===== src/rtl/seq_pkg.sv =====
// Shared definitions for the sync transmitter and the 1101 sequence detector bench.
// Latency: n/a (types and constants only).
// Backpressure: n/a.
package seq_pkg;

  // Transmitter FSM states; encodings are shared with the detector bench
  typedef enum logic [1:0] {
    IDLE = 2'b00,
    PRE  = 2'b01,
    DATA = 2'b10,
    GAP  = 2'b11
  } seq_state_t;

  // Sync pattern sent MSB-first ahead of every payload
  localparam logic [3:0] SEQ_PREAMBLE = 4'b1101;

  // Width of a down-counter that must reach n-1; never below one bit
  function automatic int cnt_width(input int n);
    return (n > 1) ? $clog2(n) : 1;
  endfunction

endpackage


===== src/rtl/piso_shreg.sv =====
// Parallel-in serial-out shift register: loads a word, shifts left, presents the MSB.
// Latency: load/shift take effect on the next rising edge; msb is a direct flop output.
// Backpressure: none; clear has priority over load, load over shift.
module piso_shreg #(
  parameter int W = 8
) (
  input  logic         clk,
  input  logic         clr_n,
  input  logic         load,
  input  logic         shift,
  input  logic [W-1:0] din,
  output logic         msb
);

  logic [W-1:0] sr;

  // Clear, parallel load or shift-left by one position
  always_ff @(posedge clk) begin
    if (!clr_n) begin
      sr <= '0;
    end else if (load) begin
      sr <= din;
    end else if (shift) begin
      sr <= sr << 1;
    end
  end

  assign msb = sr[W-1];

endmodule


===== src/rtl/sync_tx.sv =====
// Serial frame transmitter: 4-bit preamble, DATA_W payload bits MSB-first, one gap cycle.
// Latency: first preamble bit appears the cycle after accept; 4+DATA_W+1 cycles until ready again.
// Backpressure: start is honoured only while ready is high; requests while busy are dropped.
module sync_tx
  import seq_pkg::*;
#(
  parameter int         DATA_W   = 8,
  parameter logic [3:0] PREAMBLE = SEQ_PREAMBLE
) (
  input  logic              Clock,
  input  logic              Reset,
  input  logic              start,
  input  logic [DATA_W-1:0] data,
  output logic              ready,
  output logic              w,
  output logic              done
);

  localparam int              CNT_W    = cnt_width(DATA_W);
  localparam logic [CNT_W-1:0] BIT_LAST = CNT_W'(DATA_W - 1);

  seq_state_t       state;
  seq_state_t       state_nxt;
  logic [1:0]       pre_cnt;
  logic [CNT_W-1:0] bit_cnt;
  logic             accept;
  logic             sr_msb;

  // ready is exactly "state is IDLE", so this is start qualified by ready
  assign accept = (state == IDLE) && start;

  // State register; reset forces IDLE and wins over any pending start
  always_ff @(posedge Clock) begin
    if (!Reset) begin
      state <= IDLE;
    end else begin
      state <= state_nxt;
    end
  end

  // Preamble and payload bit counters: count down, hold at zero, never wrap
  always_ff @(posedge Clock) begin
    if (!Reset) begin
      pre_cnt <= '0;
      bit_cnt <= '0;
    end else begin
      if (accept) begin
        pre_cnt <= 2'd3;
      end else if (state == PRE && pre_cnt != 2'd0) begin
        pre_cnt <= pre_cnt - 2'd1;
      end

      if (state == PRE && pre_cnt == 2'd0) begin
        bit_cnt <= BIT_LAST;
      end else if (state == DATA && bit_cnt != '0) begin
        bit_cnt <= bit_cnt - 1'b1;
      end
    end
  end

  // Next-state logic: each busy state ends when its counter has reached zero
  always_comb begin
    state_nxt = state;
    case (state)
      IDLE: if (start) state_nxt = PRE;
      PRE:  if (pre_cnt == 2'd0) state_nxt = DATA;
      DATA: if (bit_cnt == '0) state_nxt = GAP;
      GAP:  state_nxt = IDLE;
    endcase
  end

  // Moore outputs decoded purely from flops; no input reaches an output combinationally
  always_comb begin
    ready = 1'b0;
    w     = 1'b0;
    done  = 1'b0;
    case (state)
      IDLE: ready = 1'b1;
      PRE:  w     = PREAMBLE[pre_cnt];
      DATA: w     = sr_msb;
      GAP:  done  = 1'b1;
    endcase
  end

  // Payload is latched at accept, so later changes on data cannot disturb the frame
  piso_shreg #(
    .W(DATA_W)
  ) u_shreg (
    .clk   (Clock),
    .clr_n (Reset),
    .load  (accept),
    .shift (state == DATA),
    .din   (data),
    .msb   (sr_msb)
  );

endmodule


===== config.mk =====
export PLATFORM = sky130hd
export DESIGN_NAME = sync_tx
export DESIGN_NICKNAME = d
export VERILOG_FILES = /design/src/rtl/seq_pkg.sv /design/src/rtl/piso_shreg.sv /design/src/rtl/sync_tx.sv
export SDC_FILE = /design/constraint.sdc
export NUM_CORES = 1
export LEC_CHECK = 0
export BUFFER_PORTS_ARGS = -buffer_cell sky130_fd_sc_hd__buf_2
export CORE_ASPECT_RATIO = 1.5
export CORE_MARGIN = 2
export CORE_UTILIZATION = 25
export CTS_CLUSTER_SIZE = 40
export DETAILED_ROUTE_END_ITERATION = 6
export PLACE_DENSITY = 0.39
export REMOVE_ABC_BUFFERS = 1
export SYNTH_ARGS = -nofsm -noshare
export SYNTH_HDL_FRONTEND = slang
export SYNTH_SLANG_ARGS = --single-unit

===== constraint.sdc =====
create_clock -name Clock -period 2.3 [get_ports Clock]
set_input_delay 0 -clock Clock [delete_from_list [all_inputs] [get_ports Clock]]
set_output_delay 0 -clock Clock [all_outputs]
set_load 0.05 [all_outputs]

==> impl_metrics.yaml, run 1 <==
outcome:
  outcome: "complete, no violations"
timing:
  relSlewSlack_pct: 64.1
  setup_viol: 0
  fin_skew_ns: 0.00489
  fin_tns_setup_ns: 0
  tightest_slew_ns: 0.539
  timing.hold.ws_ns: 0.0256
  fin_crit_ns: 1.78
  rsz0062_at_grt: "false"
  slew_violations: 0
  setup_ws_ns: 0.521
  hold_viol: 0
  post-route-period-util_pct: 77.4
  fmax_ghz: 0.562
cells_and_area:
  antenna_cells: 0
  layout_commonest_cell: "dfxtp_1"
  final_cell_mix: "dfxtp_1 (15), buf_2 (13), nand2_1 (11)"
  layout.nets: 124
  areaGrowthSynthToFinish_pct: 23.7
  drive_above_1_share_pct: 26.2
  fill_cells: 374
  layout.cells.non_filler: 145
critical_path:
  cp-start-kind: "flip-flop"
  crit_type: "flip-flop to flip-flop"
  arrival_ns: 1.97
  crit_path_max_fanout: 11
  end_kind: "flip-flop"
  required_ns: 2.49
die:
  start_util_pct: 25.7
  io_pins: 14
  core.rowCount: 26
  fp.dieH_um: 76.2
  die_x_um: 52.2
  core_mm2: 0.00338
  dieArea_mm2: 0.00398
yosys:
  ys_ff_latch: 15
  synth_cell_types: 22
  synth-edff-count: 0
  yosysTopAreaCellShare_pct: 34.5
  yosys.area.top_type: "dfxtp_1"
  yosys-top-cells-area: "dfxtp_1 (35%), ha_1 (13%), mux2i_1 (9.2%), o211a_1 (8.1%), mux2_4 (5.2%)"
  synthFlopType: "dfxtp_1"
  yosys_warnings: 0
  ys_seq_area_share_pct: 34.5
  syn_area_um2: 870
  netlist_instances: 82
  async_flop_share_pct: 0
  syn_area_per_cell_um2: 10.6
detailed_routing:
  dr.first_iter.drc_count: 5
  drt-total-wl_um: 1560
  routedWlPerCell_um: 10.8
  postRouteAntennaNets: 0
  vias: 628
  viasPerCell: 4.33
  first_pass_iters: 3
  remaining_drc_errors: 0
pwr:
  p_per_area_mw_per_mm2: 1250
  vdd_ir_drop_max_mv: 0.429
  total_power_mw: 1.35
  p_leak_nw: 0.503
clock_tree:
  cts_resized: 0
  cts_hold_buf: 7
  cts_tree: "yes"
  root_buffer: "clkbuf_8"
  htree_levels: 1
  cts_num_sinks: 15
  clockBufferDepth: 2
  clkLatencyLatePin_ns: 0.25
  clk_pin_slew_ns: 0.07
  post_cts_buffers: 0
  cts_buffers: 3
grt:
  grt_pass1_vias: 637
  grt_overflow: 0
  antenna_found_initial: 0
  grt_pass1_wl_um: 2680
  gr-usage-all-layers_pct: 8.88
  grt_max_degree: 18
place:
  hpwl_um: 1140
  port_buffers: 13
  dp_slack_ns: 0.510
  dp_cells: 134
  place_congestion: 0.732
run:
  maxCapViolCount: 0
hold_path:
  hold_path.class: "primary input to flip-flop"
-- synthesized netlist by cell type (all sizes together) (2+ instances only) --
library cell,count
mux2i,8
xnor2,2
nand2,12
inv,7
nor2b,3
buf,3
ha,9
dfxtp,15
mux2,3
o211a,7
a21boi,7
-- flip-flops by register name (all words and copies together), names as in the netlist --
name and flops:
bit_cnt 3, pre_cnt 2, state 2, u_shreg.sr 8
-- power by group --
part | internal [mW] | switching (mW)
Sequential | 0.361 | 0.0563
Clock | 0.120 | 0.100
Combinational | 0.326 | 0.384
Total | 0.807 | 0.540
-- per-layer routing --
metal	GRT usage, %	share of wire [%]	vias up
met5	0	0	-
met4	6.15	2.9	0
met3	1.96	5.2	5
met2	13.9	48	14
met1	10.3	44	284
li1	-	-	325
-- cells by family after synthesis --
family          after synthesis  synth area share, %
xor+xnor                      2                 2.01
flops                        15                 34.5
fa+ha+maj                     9                 12.9
mux                          11                 14.4
compound gates               16                 17.3
buf+inv                      10                 6.19
simple gates                 19                 12.7
-- layout make-up --
class                   count  area, um^2  share of cell area [%]
clock buffers               3        41.3                    3.84
clock inverters             1        5.00                   0.465
inverters                   7        26.3                    2.44
multi-input cells          57         515                    47.9
flip-flops and latches     15         300                    27.9
well taps                  42        52.6                    4.88
repair buffers             20         135                    12.6
-- final timing paths --
check | start | end | slack (ns) | cells after the start
max | state[0]$_SDFFE_PN0P_ | bit_cnt[1]$_SDFFE_PN0P_ | 0.52 | 5
max reg2reg | state[0]$_SDFFE_PN0P_ | bit_cnt[1]$_SDFFE_PN0P_ | 0.52 | 5
min | data[0] | u_shreg.sr[0]$_SDFFE_PN0P_ | 0.03 | 3
min reg2reg | state[1]$_SDFFE_PN0P_ | state[1]$_SDFFE_PN0P_ | 0.50 | 2
-- through the flow --
stage | utilization [%] | instance area [um^2]
finish | 31.8 | 1080
global route | 31.8 | 1080
CTS | 31.8 | 1080
detailed placement | 28.4 | 960
global placement | 28.4 | 960
floorplan | - | 842
-- worst max-delay path, cell delays in order, from the launching register on --
cell and delay (ns):
dfxtp_1 0.35, inv_1 0.09, ha_1 0.50, nor2b_4 0.33, mux2_4 0.32, a21boi_2 0.13
Power figures use the tool's default switching activity.
==> run 2: changes to the inputs <==
PLACE_DENSITY = 0.4   (was 0.39)
clock period = 1.6 ns   (was 2.3 ns; I/O delays follow)
==> run 2 against run 1 <==
Effect of this change:
- setup slack worse by 0.41 ns
- largest power group unchanged
- clock skew down 0.0034 ns
- die area unchanged
==> impl_metrics.yaml, run 2 (synthesized netlist as in run 1, its figures left out) <==
critical_path:
  arrival_ns: 1.68
  cp_top_family: "adder cells"
  required_ns: 1.79
  slowest_stage: "dfxtp_1"
  cpPeakStageDelay_ns: 0.34
  end_kind: "flip-flop"
  worstReg2RegStart: "bit_cnt[0]$_SDFFE_PN0P_"
  cp-start-kind: "flip-flop"
  crit_type: "flip-flop to flip-flop"
  crit_path_max_fanout: 4
  cp-startpoint: "bit_cnt[0]$_SDFFE_PN0P_"
  path_common_cell: "ha_1"
  critPathBufInv: 1
  crit_chain: "inv_1 > ha_1 > ha_1 > nor2b_4 > mux2_4 > a21boi_2"
detailed_routing:
  drt-total-wl_um: 1540
  remaining_drc_errors: 0
  viasPerCell: 4.18
  first_pass_iters: 2
  vias: 611
  routedWlPerCell_um: 10.5
  postRouteAntennaNets: 0
  dr.first_iter.drc_count: 5
run:
  maxCapViolCount: 0
grt:
  grt_overflow: 0
  grtUsageMet2_pct: 14.9
  grt_max_degree: 18
  busiest_layer: "met2"
  grt_pass1_vias: 585
  grt_use_met1_pct: 10.0
  antenna_found_initial: 0
  grt_util_met3_pct: 1.76
  gr-usage-all-layers_pct: 8.81
  grt_pass1_wl_um: 2590
timing:
  setup_viol: 0
  fin_crit_ns: 1.49
  post-route-period-util_pct: 93.0
  setup_ws_ns: 0.112
  rsz0062_at_grt: "false"
  fmax_ghz: 0.672
  relSlewSlack_pct: 79.3
  hold_viol: 0
  slew_violations: 0
  tightest_slew_ns: 0.309
  fin_skew_ns: 0.00153
cells_and_area:
  regArea_um2: 302
  top_regs: "u_shreg.sr (8), bit_cnt (3)"
  layout.nets: 125
  final_cell_mix: "dfxtp_1 (14), buf_2 (12), nand2_1 (11)"
  drive_above_1_share_pct: 27.9
  regMostFlops: "u_shreg.sr"
  antenna_cells: 0
  fin_area_mm2: 0.00111
  areaGrowthSynthToFinish_pct: 27.2
  multi_input_area_um2: 528
  fill_cells: 375
  largest_register_ffs: 8
  layout_commonest_cell: "dfxtp_1"
die:
  fp.dieH_um: 76.2
  start_util_pct: 25.7
  die_x_um: 52.2
  dieArea_mm2: 0.00398
  core.rowCount: 26
  io_pins: 14
  core_mm2: 0.00338
pwr:
  p_leak_nw: 0.508
  p_per_area_mw_per_mm2: 1800
  vdd_ir_drop_max_mv: 0.640
clock_tree:
  clkLatencyLatePin_ns: 0.25
  post_cts_buffers: 0
  cts_num_sinks: 15
  root_buffer: "clkbuf_8"
  cts_buffers: 3
  clk_pin_slew_ns: 0.06
  htree_levels: 1
  clockBufferDepth: 2
  cts_tree: "yes"
place:
  place_congestion: 0.677
  placed_cell_area_um2: 967
  port_buffers: 13
  hpwl_um: 1150
  dp_slack_ns: 0.0946
hold_path:
  hp-start: "data[0]"
  hold_path.class: "primary input to flip-flop"
outcome:
  outcome: "complete, no violations"
[run 2: routing by layer]
layer  vias to the layer above  wire length, um
met5                         -                0
met2                        13              772
met4                         0               35
met3                         5               37
met1                       270              693
li1                        323                -
[run 2: area by class of cell]
type,instances,area share (%)
Clock buffer,4,4.07
Inverter,7,2.38
Multi-Input combinational cell,57,47.7
Sequential cell,15,27.3
Tap cell,42,4.75
Timing Repair Buffer,21,13.8
[run 2: repair_timing]
| item | CTS | global route |
|---|---|---|
| hold buffers | 7 | 0 |
| hold endpoints to repair | 7 | 0 |
| gates resized for setup | 3 | 4 |
| setup endpoints to repair | 1 | 1 |
[run 2: worst register-to-register path: stages (launching register included)]
cell      delay, ns
dfxtp_1        0.34
inv_1          0.05
ha_1           0.19
ha_1           0.20
nor2b_4        0.19
mux2_4         0.32
a21boi_2       0.12
[run 2: worst paths after layout]
path                                                    to  slack (ns)  cells after the start
worst max-delay path               bit_cnt[1]$_SDFFE_PN0P_        0.11                      6
worst min-delay path            u_shreg.sr[0]$_SDFFE_PN0P_        0.05                      3
worst max register to register     bit_cnt[1]$_SDFFE_PN0P_        0.11                      6
worst min register to register  u_shreg.sr[0]$_SDFFE_PN0P_        0.51                      2
[run 2: stage by stage]
| step | TNS, ns | util [%] | hold WS (ns) | power (mW) | cells |
|---|---|---|---|---|---|
| after floorplan | -0.452 | - | 0.133 | 1.44 | 79 |
| after global placement | 0 | 28.6 | 0.240 | 1.64 | 135 |
| after detailed placement | 0 | 28.6 | 0.244 | 1.65 | 135 |
| after CTS | 0 | 32.2 | 0.0442 | 2.01 | 146 |
| after global routing | 0 | 32.7 | 0.0655 | 2.17 | 146 |
| final | 0 | 32.7 | 0.0481 | 1.99 | 146 |
[run 2: where the power goes]
part / total (mW) / switching [mW] / internal (mW) / leakage (nW)
combinational: 1.07 / 0.556 / 0.511 / 0.361
clock: 0.313 / 0.137 / 0.177 / 0.0228
sequential: 0.608 / 0.0868 / 0.521 / 0.124
